[src/rtl/toy_frame_pkg.sv]
// Shared framing definitions for the packer and the descriptor parser.
// Frame on the wire: HDR, LEN, payload[LEN], CHK.
package toy_frame_pkg;

  localparam logic [7:0] HDR_BYTE_DEF = 8'hA5;
  localparam int         LEN_W        = 8;

  typedef enum logic [2:0] {
    ST_FILL = 3'd0,
    ST_HDR  = 3'd1,
    ST_LEN  = 3'd2,
    ST_PAY  = 3'd3,
    ST_CHK  = 3'd4
  } frame_state_e;

  // CHK makes LEN + payload + CHK sum to zero mod 256.
  function automatic logic [7:0] frame_chk(
    input logic [LEN_W-1:0] len,
    input logic [7:0]       pay_sum
  );
    logic [7:0] total;
    total = len + pay_sum;
    return 8'h00 - total;
  endfunction

endpackage

[src/rtl/frame_buf.sv]
// Payload store for one frame: synchronous write, asynchronous read.
// Storage is deliberately left without reset.
module frame_buf #(
  parameter int DEPTH = 16,
  parameter int AW    = 4
) (
  input  logic          clk,
  input  logic          we,
  input  logic [AW-1:0] waddr,
  input  logic [7:0]    wdata,
  input  logic [AW-1:0] raddr,
  output logic [7:0]    rdata
);

  logic [7:0] mem [DEPTH];

  always_ff @(posedge clk) begin
    if (we) mem[waddr] <= wdata;
  end

  assign rdata = mem[raddr];

endmodule

[src/rtl/frame_packer.sv]
// Buffers one payload frame, then emits HDR, LEN, payload and CHK.
// Outputs decode from state, so they hold steady while stalled.
module frame_packer
  import toy_frame_pkg::*;
#(
  parameter logic [7:0] HDR_BYTE = HDR_BYTE_DEF,
  parameter int         MAX_LEN  = 16,
  parameter int         PTR_W    = 4
) (
  input  logic        clk,
  input  logic        rst_a,
  input  logic [7:0]  in_data,
  input  logic        in_valid,
  input  logic        in_last,
  output logic        in_ready,
  output logic [7:0]  out_data,
  output logic        out_valid,
  input  logic        out_ready,
  output logic        busy,
  output logic [15:0] frames_sent
);

  frame_state_e     state, state_d;
  logic [LEN_W-1:0] wr_cnt, wr_cnt_d;
  logic [PTR_W-1:0] rd_ptr, rd_ptr_d;
  logic [7:0]       sum, sum_d;
  logic [15:0]      frames_d;
  logic             buf_we;
  logic [7:0]       buf_rdata;

  frame_buf #(
    .DEPTH (MAX_LEN),
    .AW    (PTR_W)
  ) u_buf (
    .clk   (clk),
    .we    (buf_we),
    .waddr (wr_cnt[PTR_W-1:0]),
    .wdata (in_data),
    .raddr (rd_ptr),
    .rdata (buf_rdata)
  );

  always_ff @(posedge clk or posedge rst_a) begin
    if (rst_a) begin
      state       <= ST_FILL;
      wr_cnt      <= '0;
      rd_ptr      <= '0;
      sum         <= '0;
      frames_sent <= '0;
    end else begin
      state       <= state_d;
      wr_cnt      <= wr_cnt_d;
      rd_ptr      <= rd_ptr_d;
      sum         <= sum_d;
      frames_sent <= frames_d;
    end
  end

  always_comb begin
    state_d   = state;
    wr_cnt_d  = wr_cnt;
    rd_ptr_d  = rd_ptr;
    sum_d     = sum;
    frames_d  = frames_sent;
    buf_we    = 1'b0;
    in_ready  = 1'b0;
    out_valid = 1'b0;
    out_data  = 8'h00;
    unique case (state)
      ST_FILL: begin
        in_ready = 1'b1;
        if (in_valid) begin
          buf_we   = 1'b1;
          wr_cnt_d = wr_cnt + 8'd1;
          sum_d    = sum + in_data;
          // A full buffer closes the frame whatever in_last says.
          if (in_last || wr_cnt == LEN_W'(MAX_LEN - 1))
            state_d = ST_HDR;
        end
      end
      ST_HDR: begin
        out_valid = 1'b1;
        out_data  = HDR_BYTE;
        if (out_ready) state_d = ST_LEN;
      end
      ST_LEN: begin
        out_valid = 1'b1;
        out_data  = wr_cnt;
        if (out_ready) begin
          state_d  = ST_PAY;
          rd_ptr_d = '0;
        end
      end
      ST_PAY: begin
        out_valid = 1'b1;
        out_data  = buf_rdata;
        if (out_ready) begin
          rd_ptr_d = rd_ptr + 1'b1;
          if (LEN_W'(rd_ptr) == wr_cnt - 8'd1)
            state_d = ST_CHK;
        end
      end
      ST_CHK: begin
        out_valid = 1'b1;
        out_data  = frame_chk(wr_cnt, sum);
        if (out_ready) begin
          state_d  = ST_FILL;
          wr_cnt_d = '0;
          sum_d    = '0;
          frames_d = frames_sent + 16'd1;
        end
      end
      default: state_d = ST_FILL;
    endcase
  end

  assign busy = (state != ST_FILL);

endmodule

[config.mk]
export PLATFORM = sky130hd
export DESIGN_NAME = frame_packer
export DESIGN_NICKNAME = d
export VERILOG_FILES = /design/src/rtl/toy_frame_pkg.sv /design/src/rtl/frame_buf.sv /design/src/rtl/frame_packer.sv
export SDC_FILE = /design/constraint.sdc
export NUM_CORES = 1
export LEC_CHECK = 0
export ABC_AREA = 1
export BUFFER_PORTS_ARGS = -buffer_cell sky130_fd_sc_hd__buf_2
export CAP_MARGIN = 40
export CORE_MARGIN = 2
export CORE_UTILIZATION = 35
export DETAILED_ROUTE_END_ITERATION = 10
export HOLD_SLACK_MARGIN = 0.06
export REMOVE_ABC_BUFFERS = 1
export SLEW_MARGIN = 20
export SYNTH_ARGS = -nofsm -noshare
export SYNTH_HDL_FRONTEND = slang
export SYNTH_HIERARCHICAL = 1
export SYNTH_SLANG_ARGS = --single-unit
[constraint.sdc]
create_clock -name clk -period 2.05 [get_ports clk]
set_input_delay 0.3075 -clock clk [delete_from_list [all_inputs] [get_ports clk]]
set_output_delay 0.3075 -clock clk [all_outputs]
set_load 0.1 [all_outputs]
==> flow_summary_export.csv <==
group,metric,value,unit
flow_run,max_cap_viol_count,0,
synth,synth_edf_count,128,
synth,synth_flop_cell,"edfxtp_1",
synth,yosys.area_share.simple,24.4,%
setup_path,critical_path.cell_chain,"ha_1 > inv_2 > ha_4 > fa_2 > nand2_2 > nand2_2 > nand2_2 > nand2_2 > nand2_2 > nand2_1 > nand2_1 > nand2_2 > nand2_1 > nand2_1 > o21ai_1 > buf_4 > buf_12",
final_layout,drive_above_1_share,22.6,%
synth,synth_cell_types,46,
synth,synth_warnings,6,
pwr,p_leak,0.00495,uW
drt,drt.antenna.violating_nets,0,
final_layout,area_growth,27.7,%
timing,worst_pin_slew,549,ps
final_layout,final_nets,1091,
clock_tree,tritoncts,"yes",
setup_path,cp_num_cells,17,
drt,avgViaCountPerCell,4.73,
drt,vias,6556,
synth,ys_seq_area_share,57.0,%
clock_tree,path_clk_slew,70,ps
timing,fmax,334,MHz
synth,syn_area_per_cell,9.26,um^2
global_route,grt_util_all_layers,17.5,%
setup_path,worst_ep_arrival_time,2690,ps
synth,synth_adder_area_share,4.02,%
timing,setup_viol,8,
synth,yosys-top-cells-area,"edfxtp_1 45%, nand2_1 12%, dfrtp_1 12%",
synth,netlist.area_leader.share,45.4,%
setup_path,slowest_delay,400,ps
drt,firstDrtPassIters,4,
timing,fin_setup_tns,-5450,ps
synth,synth_cells,914,
drt,drt_iter0_markers,507,
timing,rsz0062_at_grt,"true",
synth,synth-compound-area-share,3.15,%
status,violations,"setup timing",
timing,setup_slack,-948,ps
floorplan,dieArea,0.0254,mm^2
setup_path,worstPathRequired,1740,ps
pwr,ir_drop,0.950,mV
synth,yosys_register_bits,167,
synth,synth_top_family_by_area,"simple AND/OR/NAND/NOR gates",
synth,synth_commonest_cells,"273 x nand2_1, 150 x inv_1, 128 x edfxtp_1",
drt,routed_wl,21.7,mm
setup_path,critical_path_buf_inv_count,3,
global_route,top_usage_layer,"met2",
timing,drv_slew,0,
global_route,use_met1,23.7,%
pwr,power_density,1620,mW/mm^2
drt,routedWlPerCell,15.7,um
status,status,"finished with violations",
min_path,hold_path.class,"in -> reg",
floorplan,start_util,35.8,%
setup_path,path_max_fanout,2,
timing,timing.final.crit_share,146,%
floorplan,fp-row-count,56,
global_route,grt_max_degree,41,
setup_path,setup.worst_path.start_class,"register",
global_route,use_met3,2.84,%
placed_design,numPortBuffers,39,
placed_design,dp_hpwl,14.8,mm
setup_path,r2r_cells,8,
timing,relSlewSlack,63.4,%
drt,drc_errors,0,
placed_design,dp_slack,-602,ps
setup_path,endpoint_kind,"output port",
clock_tree,numCtsBuffers,17,
timing,hold_viol,0,
synth,synth_xor_area_share,2.17,%
global_route,overflow,0,
synth,netlist.top_cell.by_area,"edfxtp_1",
timing,skew,15.2,ps
synth,async_flop_share,23.4,%
floorplan,die_h,159,um
synth,synthMuxAreaShare,0.118,%
global_route,grt_pass1_vias,6261,
timing,period_needed,3000,ps
clock_tree,clkSinkCount,167,
timing,hold_slack,144,ps
pwr,power,17500,uW
setup_path,crit_family,"adder cells",
clock_tree,cts_root_buffer,"clkbuf_16",
placed_design,globalplace.congestion,0.832,
floorplan,fp.dieW,159,um
setup_path,slowest_stage,"dfrtp_1",
setup_path,crit_top_cell,"nand2_2",
min_path,hold_depth,1,
clock_tree,cts_buffer_depth,2,
global_route,grtUsageMet2,28.5,%
clock_tree,htreeDepth,4,
global_route,grt_pass1_wl,34.4,mm
clock_tree,clk_latency,430,ps
synth,synthesis.area,0.00846,mm^2
synth,synthMostInstantiatedCell,"nand2_1",
setup_path,path_class,"reg -> out",
global_route,antenna_found_initial,1,
floorplan,pin_count,40,
floorplan,core,0.0236,mm^2
==> per-stage QoR <==
step                      utilization [%]  std cells  instance area (um^2)
after floorplan                         -        888                  8270
after global placement               41.5       1342                  9800
after detailed placement             41.5       1342                  9800
after CTS                            44.9       1380                 10600
after global routing                 45.8       1385                 10800
final                                45.8       1385                 10800
==> where the power goes <==
part	internal, uW	total (uW)	switching (uW)
sequential	4040	4290	251
combinational	3850	9880	6030
clock	1840	3290	1450
==> sequential cells by signal, indices dropped and copies added, names as in the netlist <==
register / flops
state: 3
frames_sent: 16
rd_ptr: 4
sum: 8
wr_cnt: 8
u_buf/mem: 128
==> layout make-up <==
type / count / area [um^2]
clock inverters: 14 / 168
fillers: 2199 / 12800
flip-flops and latches: 167 / 4820
repair buffers: 145 / 1280
well taps: 319 / 399
inverters: 155 / 592
multi-input cells: 566 / 3110
diodes: 1 / 2.50
clock buffers: 18 / 429
==> routing by layer <==
layer | wire length [um] | part of all wire [%]
met5 | 0 | 0
met4 | 466 | 2.1
met3 | 1050 | 4.8
met2 | 10400 | 48
met1 | 9760 | 45
==> cells in the final DEF (no fill, tap or decap), types with 11 or more instances in the layout <==
cell type  synthesis  layout
clkbuf_16          0      17
ha_1              24      21
buf_2             12      28
buf_4              2      93
edfxtp_1         128     128
nand3_2            1      14
nand3_1          124     111
nand2_2            1      16
buf_12             0      16
dfrtp_1           39      38
inv_1            150     149
nor2_1            50      47
nand2_1          273     258
xor2_1            11      11
==> cells by family after synthesis <==
logic type / count (synthesis)
AND/OR/NAND/NOR: 475
buffers and inverters: 181
flip-flops: 167
AO/OA/AOI/OAI: 43
adder cells (fa/ha/maj): 26
XOR/XNOR: 21
multiplexers: 1
==> path summary, 6_finish.rpt <==
path,slack (ps),start,end
max,-950,sum[1],out_data[7]
min,140,in_data[7],u_buf/mem[7][7]
max reg2reg,240,sum[6],sum[7]
min reg2reg,470,frames_sent[15],frames_sent[15]
max in group asynchronous,1090,rst_a,rd_ptr[0]
min in group asynchronous,560,rst_a,frames_sent[15]
==> repair_timing <==
item | in CTS | in global routing
hold buffers | 1 | 0
endpoints found under the setup margin | 9 | 14
buffers inserted | 3 | 6
pin swaps | 7 | 13
cloned | 2 | 0
endpoints found under the hold margin | 39 | 0
resized for setup | 31 | 38
==> worst reg2reg max path, stage by stage (launching register included) <==
cell and delay [ps]:
dfrtp_1 410, buf_4 150, ha_1 320, a21o_1 200, a31oi_1 130, nand2_1 100, or2_2 280, nand3_1 70
nand2_1 50
Note: power is estimated with default switching activity, not from simulation.
